$ cat src/rtl/qkd_ctrl_pkg.sv
// Shared types and field widths for the QKD read controller slice.
package qkd_ctrl_pkg;

  localparam int VAL_W   = 8;
  localparam int BASIS_W = 2;
  localparam int PHASE_W = 2;
  localparam int ID_W    = 4;
  localparam int TIME_W  = 8;

  typedef enum logic [2:0] {
    S_UNPROV = 3'd0,
    S_PROV   = 3'd1,
    S_ARMED  = 3'd2,
    S_READ   = 3'd3,
    S_RESP   = 3'd4,
    S_SPENT  = 3'd5,
    S_FUSED  = 3'd6
  } state_t;

  typedef enum logic [1:0] {
    STAT_OK     = 2'd0,
    STAT_DENIED = 2'd1,
    STAT_SPENT  = 2'd2,
    STAT_FUSED  = 2'd3
  } status_t;

endpackage

$ cat src/rtl/qkd_rr_arbiter.sv
// Round-robin grant: first asserted request at or after ptr, wrapping.
module qkd_rr_arbiter #(
  parameter int NUM_REQ = 4
) (
  input  logic [NUM_REQ-1:0]         req,
  input  logic [$clog2(NUM_REQ)-1:0] ptr,
  output logic [NUM_REQ-1:0]         grant,
  output logic [$clog2(NUM_REQ)-1:0] idx,
  output logic                       any
);
  localparam int PW = $clog2(NUM_REQ);

  always_comb begin
    logic [PW-1:0] cand;
    cand  = '0;
    grant = '0;
    idx   = '0;
    any   = 1'b0;
    for (int unsigned off = 0; off < NUM_REQ; off++) begin
      cand = PW'((32'(ptr) + off) % NUM_REQ);
      if (!any && req[cand]) begin
        any         = 1'b1;
        idx         = cand;
        grant[cand] = 1'b1;
      end
    end
  end

endmodule

$ cat src/rtl/qkd_read_arbiter.sv
// One-shot read controller/arbiter for a symbolic_qkd_register cell.
// Optional identity pre-filter in ARMED: define QKD_ARB_ID_FILTER_EN.
module qkd_read_arbiter
  import qkd_ctrl_pkg::*;
#(
  parameter int NUM_REQ  = 4,
  parameter int TICK_DIV = 1
`ifdef QKD_ARB_ID_FILTER_EN
  ,
  parameter logic [3:0] ALLOWED_ID = 4'hA
`endif
) (
  input  logic                       clk,
  input  logic                       reset_n,
  input  logic                       prov_req,
  input  logic                       fuse_req,
  input  logic [NUM_REQ-1:0]         req,
  input  logic [BASIS_W*NUM_REQ-1:0] req_basis,
  input  logic [PHASE_W*NUM_REQ-1:0] req_phase,
  input  logic [ID_W*NUM_REQ-1:0]    req_identity,
  output logic [NUM_REQ-1:0]         resp_valid,
  output logic [1:0]                 resp_status,
  output logic [VAL_W-1:0]           resp_data,
  output logic                       reg_init,
  output logic                       reg_read,
  output logic [BASIS_W-1:0]         reg_basis,
  output logic [PHASE_W-1:0]         reg_phase,
  output logic [ID_W-1:0]            reg_identity,
  output logic [TIME_W-1:0]          reg_time,
  output logic                       reg_fuse_blow,
  input  logic [VAL_W-1:0]           reg_value,
  input  logic                       reg_oe,
  input  logic                       reg_fuse_fire,
  output logic [2:0]                 state_out,
  output logic                       tamper_flag
);
  localparam int PW = $clog2(NUM_REQ);
  localparam int DW = (TICK_DIV > 1) ? $clog2(TICK_DIV) : 1;

  state_t             state, state_nx;
  status_t            status_q;
  logic [VAL_W-1:0]   data_q;
  logic [NUM_REQ-1:0] resp_valid_q, pend, grant;
  logic [PW-1:0]      ptr_q, g_q, gidx, ptr_nx;
  logic               any, fuse_blow_q, read_d, tamper_q;
  logic               anomaly, reject, resp_fix;
  logic [TIME_W-1:0]  time_q;
  logic [DW-1:0]      div_q;

  // The requester being answered this cycle still holds req; mask it out.
  assign pend = req & ~resp_valid_q;

  qkd_rr_arbiter #(.NUM_REQ(NUM_REQ)) u_rr (
    .req   (pend),
    .ptr   (ptr_q),
    .grant (grant),
    .idx   (gidx),
    .any   (any)
  );

  assign ptr_nx = (gidx == PW'(NUM_REQ - 1)) ? '0 : gidx + 1'b1;

`ifdef QKD_ARB_ID_FILTER_EN
  assign reject = (req_identity[gidx*ID_W +: ID_W] != ALLOWED_ID);
`else
  assign reject = 1'b0;
`endif

  // Fire must appear exactly one cycle after READ; oe only during READ.
  assign anomaly = (state != S_FUSED) &&
                   ((reg_fuse_fire != read_d) || (reg_oe && (state != S_READ)));

  always_ff @(posedge clk) begin
    if (!reset_n) begin
      div_q  <= '0;
      time_q <= '0;
    end else if (div_q == DW'(TICK_DIV - 1)) begin
      div_q <= '0;
      if (time_q != '1) time_q <= time_q + 1'b1;
    end else begin
      div_q <= div_q + 1'b1;
    end
  end

  always_ff @(posedge clk) begin
    if (!reset_n) state <= S_UNPROV;
    else          state <= state_nx;
  end

  always_comb begin
    state_nx = state;
    if ((state != S_FUSED) && (fuse_req || anomaly)) begin
      state_nx = S_FUSED;
    end else begin
      case (state)
        S_UNPROV: if (prov_req) state_nx = S_PROV;
        S_PROV:   state_nx = S_ARMED;
        S_ARMED:  if (any) state_nx = reject ? S_ARMED : S_READ;
        S_READ:   state_nx = S_RESP;
        S_RESP:   state_nx = S_SPENT;
        default:  state_nx = state;
      endcase
    end
  end

  always_ff @(posedge clk) begin
    if (!reset_n) begin
      ptr_q        <= '0;
      g_q          <= '0;
      resp_valid_q <= '0;
      status_q     <= STAT_OK;
      data_q       <= '0;
      fuse_blow_q  <= 1'b0;
      read_d       <= 1'b0;
      tamper_q     <= 1'b0;
    end else begin
      fuse_blow_q  <= fuse_req && (state != S_FUSED);
      read_d       <= (state == S_READ);
      if (anomaly) tamper_q <= 1'b1;
      resp_valid_q <= '0;
      status_q     <= STAT_OK;
      data_q       <= '0;
      case (state)
        S_ARMED: begin
          if (any && (state_nx != S_FUSED)) begin
            ptr_q <= ptr_nx;
            g_q   <= gidx;
            if (reject) begin
              resp_valid_q <= grant;
              status_q     <= STAT_DENIED;
            end
          end
        end
        S_READ: begin
          resp_valid_q[g_q] <= 1'b1;
          if (state_nx == S_FUSED) begin
            status_q <= STAT_FUSED;
          end else if (reg_oe) begin
            status_q <= STAT_OK;
            data_q   <= reg_value;
          end else begin
            status_q <= STAT_DENIED;
          end
        end
        S_SPENT, S_FUSED: begin
          if (any) begin
            ptr_q        <= ptr_nx;
            resp_valid_q <= grant;
            status_q     <= (state_nx == S_FUSED) ? STAT_FUSED : STAT_SPENT;
          end
        end
        default: ;
      endcase
    end
  end

  // A response already registered in RESP is downgraded if the cell misbehaves now.
  always_comb begin
    reg_init     = (state == S_PROV);
    reg_read     = (state == S_READ);
    reg_basis    = '0;
    reg_phase    = '0;
    reg_identity = '0;
    if (state == S_READ) begin
      reg_basis    = req_basis[g_q*BASIS_W +: BASIS_W];
      reg_phase    = req_phase[g_q*PHASE_W +: PHASE_W];
      reg_identity = req_identity[g_q*ID_W +: ID_W];
    end
    resp_fix    = (state == S_RESP) && (fuse_req || anomaly);
    resp_valid  = resp_valid_q;
    resp_status = resp_fix ? STAT_FUSED : status_q;
    resp_data   = resp_fix ? '0 : data_q;
  end

  assign reg_time      = time_q;
  assign reg_fuse_blow = fuse_blow_q;
  assign state_out     = state;
  assign tamper_flag   = tamper_q;

endmodule

$ cat config.mk
export PLATFORM = sky130hd
export DESIGN_NAME = qkd_read_arbiter
export DESIGN_NICKNAME = d
export VERILOG_FILES = /design/src/rtl/qkd_ctrl_pkg.sv /design/src/rtl/qkd_rr_arbiter.sv /design/src/rtl/qkd_read_arbiter.sv
export SDC_FILE = /design/constraint.sdc
export NUM_CORES = 1
export LEC_CHECK = 0
export ABC_CLOCK_PERIOD_IN_PS = 3370
export CORE_MARGIN = 4
export CORE_UTILIZATION = 43
export DETAILED_ROUTE_END_ITERATION = 8
export HOLD_SLACK_MARGIN = 0.05
export PLACE_DENSITY = 0.8
export SYNTH_ARGS = -nofsm -noshare
export SYNTH_HDL_FRONTEND = slang
export SYNTH_HIERARCHICAL = 1
export SYNTH_SLANG_ARGS = --single-unit
$ cat constraint.sdc
create_clock -name clk -period 3.37 [get_ports clk]
set_input_delay 0.5055 -clock clk [delete_from_list [all_inputs] [get_ports clk]]
set_output_delay 0.5055 -clock clk [all_outputs]
set_load 0.03 [all_outputs]
==> Word level (Yosys, flattened, before mapping) <==
Index checks and enable logic that the tools add are counted.
{ "classes": {"shift": 3, "bitwise_logic": 9, "add_sub_neg": 6, "muxes": 50, "eq_ne": 15, "reduce_logical": 27, "magnitude_cmp": 10} }
{ "ops": {"columns": ["op", "count"], "rows": [
  ["$mux 2", 12],
  ["$mux 4", 6],
  ["$shiftx 16x5->4", 1],
  ["$shiftx 8x4->2", 2],
  ["$lt 2x3->1 const B", 5],
  ["$mux 1", 15],
  ["$pmux 3 s5", 1],
  ["$logic_and 1x1->1", 14],
  ["$eq 3x3->1 const B", 4],
  ["$or 4x4->4", 3],
  ["$demux 1 s2", 5],
  ["$ge 2x1->1 const B", 5],
  ["$mux 3", 3],
  ["$add 8x1->8 const B", 1],
  ["$bmux 1 s2", 4],
  ["$mux 8", 1],
  ["$ne 8x8->1 const B", 1],
  ["$pmux 2 s2", 2],
  ["$pmux 4 s2", 1],
  ["$eq 3x2->1 const B", 2],
  ["$ne 3x3->1 const B", 2],
  ["$reduce_and 2->1", 3],
  ["$add 2x1->2 const B", 2],
  ["$add 2x2->2 const B", 2],
  ["16 further kinds", 23]
]} }
{ "totals": {"word_cells": 131, "ff_bits": 33, "in_bits": 50} }

==> Longest topological paths before layout <==
Gate-level depths: netlist of run 1.
{ "logic_depth": {"ltp_word": 21, "mapped_depth": 12} }

==> Modules after synthesis <==
The synthesis of run 1 kept the hierarchy.
{ "modules_own_cells": {"columns": ["module", "seq_area_each_um2", "cells_per_inst", "n_inst", "area_each_um2"], "rows": [
  ["qkd_read_arbiter", 660.6, 181, 1, 1707.9],
  ["qkd_rr_arbiter", 0.0, 45, 1, 419.2]
]} }

==> Least setup slack after synthesis of run 1 <==
Ideal clock, no wire load.
{ "synth_path": {"path_type": "reg-to-reg", "start": "register ptr_q[0]", "end": "register ptr_q[1]", "slack_ns": 0.817, "stages_incl_launch_ff": 12, "n_path_buf": 2, "setup_time_ns": 0.127, "arrival_time_ns": 2.426, "t_required_ns": 3.243, "synth_period_minus_slack_ns": 2.553, "path_cell_list": "dfxtp_1 -> buf_6 -> inv_1 -> ha_1 -> mux4_2 -> buf_6 -> nor4b_4 -> nor2_1 -> a32o_1 -> ha_1 -> o211ai_1 -> o31ai_1"} }
{ "synth_lines": {"columns": ["element", "line_no", "source"], "rows": [
  ["start: declaration", "qkd_read_arbiter.sv:44", "logic [PW-1:0] ptr_q, g_q, gidx, ptr_nx;"],
  ["start signal: assignment", "qkd_read_arbiter.sv:126", "ptr_q <= ptr_nx;"],
  ["start signal: assignment", "qkd_read_arbiter.sv:147", "ptr_q <= ptr_nx;"],
  ["branches (longest 11 deep; another with $add 2x1->2)", null, null],
  ["$mux 2 *", "qkd_rr_arbiter.sv:21", "if (!any && req[cand]) begin"],
  ["via gidx[1]", "qkd_read_arbiter.sv:44", null],
  ["$add 2x1->2 or $eq 2x2->1 (tied branches)", "qkd_read_arbiter.sv:61", "assign ptr_nx = (gidx == PW'(NUM_REQ - 1)) ? '0 : gidx + 1'b1;"],
  ["$mux 2 *", "qkd_read_arbiter.sv:61", null],
  ["via ptr_nx[1]", "qkd_read_arbiter.sv:44", null],
  ["$mux 2 (on tied branches)", "qkd_read_arbiter.sv:146, qkd_read_arbiter.sv:125", null],
  ["$pmux 2 s2 *", "qkd_read_arbiter.sv:123", "case (state)"]
]} }
Mark *: on every way through the listed nets, which the timed path passes. The select of a mux whose other input is x is not followed.
A chain may end at the register's enable or synchronous reset.

==> Worst setup path in the final report of run 1 <==
{ "layout_path": {"start": "input port reg_fuse_fire", "end": "output port resp_status[0]"} }
{ "layout_between": {"elab_chain_cells": 6} }
{ "layout_rtl": {"columns": ["element", "line_no", "source"], "rows": [
  ["start: declaration", "qkd_read_arbiter.sv:33", "input logic reg_fuse_fire,"],
  ["$ne 1x1->1", "qkd_read_arbiter.sv:71", "((reg_fuse_fire != read_d) || (reg_oe && (state != S_READ)));"],
  ["$logic_or 1x1->1", "qkd_read_arbiter.sv:71", null],
  ["$logic_and 1x1->1", "qkd_read_arbiter.sv:70", "assign anomaly = (state != S_FUSED) &&"],
  ["$logic_or 1x1->1", "qkd_read_arbiter.sv:169", "resp_fix = (state == S_RESP) && (fuse_req || anomaly);"],
  ["$logic_and 1x1->1", "qkd_read_arbiter.sv:169", null],
  ["$mux 2", "qkd_read_arbiter.sv:171", "resp_status = resp_fix ? STAT_FUSED : status_q;"],
  ["end: declaration", "qkd_read_arbiter.sv:22", "output logic [1:0] resp_status,"]
]} }
Every way passes these cells.

==> qor.csv, run 1 <==
metric;value;unit
top layer used by detailed routing;met4;
via count of the first global-routing pass;1971;
setup repair after global routing missed its margin;no;
DP Wirelength;4330;µm
sum of met2 wire segment lengths after detailed routing;2700;µm
portion of netlist area occupied by mux cells;0.160;
share of synthesized cell area in full adder, half adder and majority cells;0.0412;
routed wire length per instance;15.3;µm
insertion delay to the later sink of the worst-skew pair;290;ps
end point of the most critical hold path;tamper_flag;
largest net degree at the start of global routing;15;
Layout Cells excl Fill;378;
count of endpoints failing hold in the final timing report;0;
largest family of logic cells by synthesized area;simple AND/OR/NAND/NOR gates;
iteration-0 DRC count of the detailed router;131;
CTS resizes;0;
flip-flop and latch count after synthesis;33;
boundary pin count;87;
status;finished clean;
Tmin final;3160;ps
largest vdd supply drop;294;µV
biggest area contributors in the synthesized netlist;sky130_fd_sc_hd__dfxtp_1 (31%), sky130_fd_sc_hd__mux4_2 (11%), sky130_fd_sc_hd__and2_1 (4.7%);
setup TNS;0;ps
startpoint of the worst register-to-register path;ptr_q[1];
sequential cell area fraction in the yosys report;0.311;
Slew Limit Fails;0;
post-route ant nets;0;
Cells on Worst Hold Path;1;
post-route met1 wirelength;2550;µm
R2R depth;9;
area growth from synthesis to layout;46.4;%
MaxCap Viol Count;0;
setup violation total in the final timing report;0;
routability congestion estimate;0.841;
endpoint arrival time on the critical path;2660;ps
commonest non-fill, non-tap cell in the layout;sky130_fd_sc_hd__clkdlybuf4s50_1;
Fmax;316;MHz
number of warning messages in the yosys log;6;
clock slew seen by the registers of the worst setup and hold paths;70;ps
biggest fanout along the worst timing path;10;
area share of the largest cell type after synthesis;0.311;
total global routing track utilization;0.187;
CTS tree;yes;
die boundary height;78.3;µm
post-synthesis compound-gate area fraction;0.159;
Synth Area in XOR/XNOR;0.0282;
final layout net count;367;
# Post-CTS Setup Buffers;0;
area leader, netlist;sky130_fd_sc_hd__dfxtp_1;
antenna cells;0;
via count of the routed design;2018;
Total Wirelength;5770;µm
startpoint of the tightest hold check path;tamper_flag;
Detailed Routing Iterations Pass 1;4;
Hold Path Class;register to register;
Remaining DRCs;0;
critical path capture point type;output pin;
data required time at the worst endpoint;2860;ps
cell at the root of the clock tree;sky130_fd_sc_hd__clkbuf_8;
average via count per standard cell;5.34;
GRT overflow;0;
Async SR Flop Fraction;0;
primary flip-flop cell chosen by synthesis mapping;sky130_fd_sc_hd__dfxtp_1;
Std-Cell Core Area;4750;µm²
Pwr Density;354;nW/µm²
net count after synthesis;283;
total instance count after detailed placement;370;
post-synthesis area per instance;9.41;µm²
Worst Clk Skew;10.5;ps
number of core rows;25;
simple logic cell fraction of the synthesized area;0.251;
fraction of final layout cells sized beyond drive strength 1;0.0965;
Post-CTS Hold Fix Bufs;0;
number of synthesized flops with an enable pin;0;
number of I/O port buffers;86;
clock buffer count from CTS;5;
number of antenna violations at the first check in global routing;0;
Post-Synthesis Cells;226;
die area;6140;µm²
floorplan die width;78.3;µm
startpoint types;input port;
library cells used by synthesis;50;
start-to-end type of the worst setup path;input port to output pin;
reg2reg end;ptr_q[1];
worst slew margin relative to its limit;0.519;
number of buffers on the longest clock path;2;
highest-count cells in the layout ignoring fill and taps;sky130_fd_sc_hd__clkdlybuf4s50_1 (86), sky130_fd_sc_hd__dfxtp_1 (33), sky130_fd_sc_hd__nor2_1 (20);
post-synth design cell area;2130;µm²
pin slew with the least headroom to its limit;721;ps
starting utilization of the core area;0.447;
number of sinks driven by the clock tree;33;
FF-to-FF setup slack;480;ps
number of H-tree levels;2;
met3 wire length;470;µm
crit share post-route;0.938;
cell leakage power;1.15;nW
wire length of the first global-routing pass;9270;µm
final cells by class:
type / instances / area [µm²]
Clock inverter: 2 / 10.0
Sequential cell: 33 / 661
Tap cell: 67 / 83.8
Fill cell: 406 / 1640
Inverter: 9 / 33.8
Multi-Input combinational cell: 171 / 1360
Clock buffer: 6 / 72.6
Timing Repair Buffer: 90 / 891
layer usage:
metal	vias up	global-route usage
li1	993	-
met1	934	0.242
met2	87	0.313
met3	4	0.0470
met4	0	0.0455
met5	-	0
cells by family (layout without fill, tap and decap cells):
kind of cell | Yosys count | count (layout)
AOI/OAI and AO/OA | 50 | 50
xor gates and xnor gates | 6 | 6
adders and majority gates | 7 | 7
buffers and inverters | 22 | 107
DFF | 33 | 33
muxes | 18 | 18
other | 1 | 1
and+or+nand+nor | 89 | 89
cells in the mapped netlist, types with 2 or more instances:
cell,n
sky130_fd_sc_hd__o311ai_0,2
sky130_fd_sc_hd__mux4_2,10
sky130_fd_sc_hd__mux4_1,2
sky130_fd_sc_hd__o31ai_1,3
sky130_fd_sc_hd__o21ai_0,7
sky130_fd_sc_hd__nand2_1,9
sky130_fd_sc_hd__nor3_1,4
sky130_fd_sc_hd__and2_1,16
sky130_fd_sc_hd__a22oi_1,11
sky130_fd_sc_hd__nor2_1,20
sky130_fd_sc_hd__inv_1,9
sky130_fd_sc_hd__or2_1,2
sky130_fd_sc_hd__a21oi_1,9
sky130_fd_sc_hd__buf_6,2
sky130_fd_sc_hd__xnor2_1,4
sky130_fd_sc_hd__o31a_1,2
sky130_fd_sc_hd__buf_2,5
sky130_fd_sc_hd__o211ai_1,3
sky130_fd_sc_hd__o21a_1,3
sky130_fd_sc_hd__and3_1,3
sky130_fd_sc_hd__dfxtp_1,33
sky130_fd_sc_hd__nand2b_1,4
sky130_fd_sc_hd__ha_1,7
sky130_fd_sc_hd__clkbuf_1,6
sky130_fd_sc_hd__nand4b_1,2
sky130_fd_sc_hd__nor3_4,2
sky130_fd_sc_hd__nand3_1,4
sky130_fd_sc_hd__mux2_2,2
sky130_fd_sc_hd__nor2b_1,13
sky130_fd_sc_hd__a31oi_1,4
sky130_fd_sc_hd__mux2i_1,4
worst max path at each step:
stage	depth (start not counted)	slack (ps)	start	to
floorplan	11	820	ptr_q[0]	ptr_q[1]
global placement	6	250	reg_fuse_fire	resp_status[0]
detailed placement	6	190	reg_fuse_fire	resp_status[0]
CTS	6	190	reg_fuse_fire	resp_status[0]
global route	6	30	reg_fuse_fire	resp_status[0]
finish	6	210	reg_fuse_fire	resp_status[0]
registers in the layout (all words and copies together), names as in the netlist:
name,cells
data_q,8
reg_time,8
resp_valid,4
state_out,3
g_q,2
ptr_q,2
status_q,2
div_q,1
read_d,1
reg_fuse_blow,1
tamper_flag,1
report_power, final:
| part | leakage (nW) | switching [mW] | internal, mW |
|---|---|---|---|
| sequential | 0.268 | 0.0208 | 0.405 |
| clock | 0.0450 | 0.144 | 0.143 |
| combinational | 0.836 | 0.197 | 0.192 |
stage by stage:
step           setup WS [ps]  instance area [µm²]  hold WS [ps]  utilization  total power, mW
6_report                 209                 3110           475        0.655             1.10
5_1_grt                 31.0                 3110           521        0.655             1.16
4_1_cts                  189                 3110           475        0.655             1.11
3_5_place_dp             191                 3030           458        0.638            0.819
3_3_place_gp             248                 3030           445        0.638            0.805
2_1_floorplan            817                 2130           497            -            0.698
worst max-delay path, cell delays in order:
cell	delay, ps
sky130_fd_sc_hd__clkdlybuf4s50_1	500
sky130_fd_sc_hd__xor2_2	330
sky130_fd_sc_hd__nor2_2	120
sky130_fd_sc_hd__nor3_4	370
sky130_fd_sc_hd__or2_1	160
sky130_fd_sc_hd__clkdlybuf4s50_1	660
Note: power is estimated with default switching activity, not from simulation.
==> run 2, diff against run 1 <==
--- a/config.mk
+++ b/config.mk
@@ -7,11 +7,10 @@
 export LEC_CHECK = 0
 export ABC_CLOCK_PERIOD_IN_PS = 3370
 export CORE_MARGIN = 4
-export CORE_UTILIZATION = 43
+export CORE_UTILIZATION = 44
 export DETAILED_ROUTE_END_ITERATION = 8
 export HOLD_SLACK_MARGIN = 0.05
-export PLACE_DENSITY = 0.8
+export PLACE_DENSITY = 0.81
 export SYNTH_ARGS = -nofsm -noshare
 export SYNTH_HDL_FRONTEND = slang
-export SYNTH_HIERARCHICAL = 1
 export SYNTH_SLANG_ARGS = --single-unit
==> qor.csv, run 2 <==
metric;value;unit;change
worst slew margin relative to its limit;0.538;;+0.0193
Worst Clk Skew;2.99;ps;-7.52 ps
Slew Limit Fails;0;;unchanged
post-synthesis area per instance;9.19;µm²;-2.3%
number of warning messages in the yosys log;0;;-6
number of antenna violations at the first check in global routing;0;;unchanged
endpoint arrival time on the critical path;2680;ps;+20 ps
setup TNS;0;ps;unchanged
CTS tree;yes;;
pin slew with the least headroom to its limit;688;ps;-33.2 ps
number of filler instances in the final layout;407;;+0.25%
floorplan die width;78.1;µm;-0.32%
# Post-CTS Setup Buffers;0;;unchanged
die boundary height;78.1;µm;-0.32%
total area of multi-input combinational cells;1410;µm²;+3.1%
fraction of final layout cells sized beyond drive strength 1;0.0969;;+0.000412
number of I/O port buffers;86;;unchanged
startpoint of the worst register-to-register path;ptr_q[1];;
post-synth design cell area;2160;µm²;+1.6%
end point of the most critical hold path;tamper_flag;;
wire length of the first global-routing pass;9360;µm;+0.97%
leading post-synthesis cells by instance count;sky130_fd_sc_hd__dfxtp_1 (33), sky130_fd_sc_hd__and2_1 (26), sky130_fd_sc_hd__nor2_1 (13), sky130_fd_sc_hd__and3_1 (12), sky130_fd_sc_hd__mux4_2 (11);;
Hold Path Class;register to register;;
area of all placed cells without fillers;3180;µm²;+2.0%
startpoint of the tightest hold check path;tamper_flag;;
Tmin final;3190;ps;+26.3 ps
Async SR Flop Fraction;0;;unchanged
FF-to-FF setup slack;830;ps;+350 ps
count of endpoints failing hold in the final timing report;0;;unchanged
flip-flop and latch count after synthesis;33;;unchanged
routed wire length per instance;14.7;µm;-3.7%
placed inst area;3070;µm²;+1.3%
Post-Place Setup Slack;-11.3;ps;-203 ps
most common cell in the synthesized netlist;sky130_fd_sc_hd__dfxtp_1;;
worst-path cell chain;clkdlybuf4s50_1 > xor2_1 > o21ai_0 > a21oi_1 > nor2_1 > or3_1 > and2_1 > dlygate4sd2_1;;
clock slew seen by the registers of the worst setup and hold paths;70;ps;about the same
number of core rows;25;;unchanged
area growth from synthesis to layout;47.1;%;
setup repair after global routing missed its margin;no;;
clock buffer count from CTS;5;;unchanged
number of buffers on the longest clock path;2;;unchanged
crit path setup slack, layout;183;ps;-26.3 ps
data required time at the worst endpoint;2860;ps;about the same
cell at the root of the clock tree;sky130_fd_sc_hd__clkbuf_8;;
via count of the routed design;2097;;+3.9%
number of synthesized flops with an enable pin;0;;unchanged
R2R depth;7;;-2
number of H-tree levels;2;;unchanged
insertion delay to the later sink of the worst-skew pair;280;ps;about the same
Detailed Routing Iterations Pass 1;4;;unchanged
biggest fanout along the worst timing path;10;;unchanged
crit-path max cell delay;480;ps;-180 ps
start-to-end type of the worst setup path;input port to output pin;;
Post-Synthesis Cells;235;;+4.0%
slowest cell on the critical path;sky130_fd_sc_hd__clkdlybuf4s50_1;;
via count of the first global-routing pass;2047;;+3.9%
sequential cell area;661;µm²;unchanged
setup violation total in the final timing report;0;;unchanged
biggest area contributors in the synthesized netlist;sky130_fd_sc_hd__dfxtp_1 (31%), sky130_fd_sc_hd__mux4_2 (11%), sky130_fd_sc_hd__and2_1 (7.5%);;
area leader, netlist;sky130_fd_sc_hd__dfxtp_1;;
cell leakage power;1.28;nW;+11%
crit share post-route;0.946;;+0.00780
iteration-0 DRC count of the detailed router;126;;-3.8%
post-route ant nets;0;;unchanged
largest net degree at the start of global routing;22;;+7
Pwr Density;371;nW/µm²;+4.9%
final layout net count;378;;+3.0%
Std-Cell Core Area;4750;µm²;unchanged
Remaining DRCs;0;;unchanged
antenna cells;0;;unchanged
area share of the largest cell type after synthesis;0.306;;-0.00486
Total Wirelength;5690;µm;-1.4%
die area;6100;µm²;-0.64%
Cells on Worst Hold Path;1;;unchanged
Layout Cells excl Fill;387;;+2.4%
total instance count after detailed placement;379;;+2.4%
DP Wirelength;4330;µm;about the same
number of sinks driven by the clock tree;33;;unchanged
Final Total Pwr;1.18;mW;+7.0%
critical path capture point type;output pin;;
largest vdd supply drop;214;µV;-27%
reg2reg end;resp_valid[3];;
net count after synthesis;294;;+3.9%
GRT overflow;0;;unchanged
Crit path buffers/inverters;2;;unchanged
routability congestion estimate;0.837;;-0.45%
Fmax;314;MHz;-0.83%
highest-count cells in the layout ignoring fill and taps;sky130_fd_sc_hd__clkdlybuf4s50_1 (76), sky130_fd_sc_hd__dfxtp_1 (33), sky130_fd_sc_hd__and2_1 (26);;
library cells used by synthesis;50;;unchanged
average via count per standard cell;5.42;;+1.5%
total global routing track utilization;0.190;;+0.00324
MaxCap Viol Count;0;;unchanged
Largest delay share family, worst path;buffers and inverters;;
startpoint types;input port;;
primary flip-flop cell chosen by synthesis mapping;sky130_fd_sc_hd__dfxtp_1;;
commonest non-fill, non-tap cell in the layout;sky130_fd_sc_hd__clkdlybuf4s50_1;;
sequential cell area fraction in the yosys report;0.306;;-0.00486
status;finished clean;;
starting utilization of the core area;0.454;;+0.00711
boundary pin count;87;;unchanged
run 2: how the worst max path moves through the flow:
stage             startpoint            to  depth (start not counted)
2_1_floorplan   state_out[2]  resp_data[0]                          8
3_3_place_gp   reg_fuse_fire  resp_data[7]                          8
3_5_place_dp   reg_fuse_fire  resp_data[7]                          8
4_1_cts        reg_fuse_fire  resp_data[7]                          8
5_1_grt        reg_fuse_fire  resp_data[5]                          8
6_report       reg_fuse_fire  resp_data[7]                          8
run 2: kinds of logic (layout without fill, tap and decap cells):
kind of cell             after synthesis  count (layout)  share of synthesized area
flip-flops                            33              33                      0.306
buffers and inverters                 20             105                     0.0440
other                                  1               1                    0.00174
multiplexers                          15              15                      0.134
AND/OR/NAND/NOR                      106             106                      0.281
adder cells (fa/ha/maj)                9               9                     0.0521
AO/OA/AOI/OAI                         40              40                      0.137
XOR/XNOR                              11              11                     0.0446
run 2: stage by stage:
step           utilization  hold slack, ps
6_report             0.668             493
5_1_grt              0.668             533
4_1_cts              0.668             495
3_5_place_dp         0.646             468
3_3_place_gp         0.646             449
2_1_floorplan            -             554
run 2: area by class of cell:
type | count | share of cell area
inverter | 5 | 0.00669
multi-input combinational | 182 | 0.442
timing repair buffer | 92 | 0.280
sequential | 33 | 0.208
clock inverter | 1 | 0.00945
tap | 67 | 0.0264
clock buffer | 7 | 0.0272
run 2: worst reg2reg max path: stages (launching register included):
cell,delay (ps)
sky130_fd_sc_hd__dfxtp_1,530
sky130_fd_sc_hd__inv_1,190
sky130_fd_sc_hd__ha_1,440
sky130_fd_sc_hd__or3_1,400
sky130_fd_sc_hd__a211oi_1,230
sky130_fd_sc_hd__o21ai_0,130
sky130_fd_sc_hd__a21oi_1,320
sky130_fd_sc_hd__a221o_1,240
run 2: per-layer routing:
layer | up-vias | wire length (µm) | GRT usage
met5 | - | 0 | 0
met4 | 0 | 42 | 0.0542
met3 | 4 | 626 | 0.0734
met2 | 111 | 2800 | 0.323
met1 | 968 | 2210 | 0.224
li1 | 1014 | - | -
run 2: repair_timing:
item,CTS,global route
hold buffers,0,0
hold endpoints to repair,0,0
setup endpoints to repair,8,0
gates resized for setup,8,0
run 2: where the power goes:
part           total (mW)  internal [mW]  switching [mW]  leakage, nW
Clock               0.380          0.241           0.139       0.0585
Sequential          0.426          0.407          0.0190        0.269
Combinational       0.374          0.180           0.194        0.954
Total                1.18          0.828           0.352         1.28
==> run 3, diff against run 2 <==
--- a/config.mk
+++ b/config.mk
@@ -6,6 +6,7 @@
 export NUM_CORES = 1
 export LEC_CHECK = 0
 export ABC_CLOCK_PERIOD_IN_PS = 3370
+export CAP_MARGIN = 30
 export CORE_MARGIN = 4
 export CORE_UTILIZATION = 44
 export DETAILED_ROUTE_END_ITERATION = 8
==> results of run 3 <==
The final DEF is identical to that of run 2; final timing and power are the same.
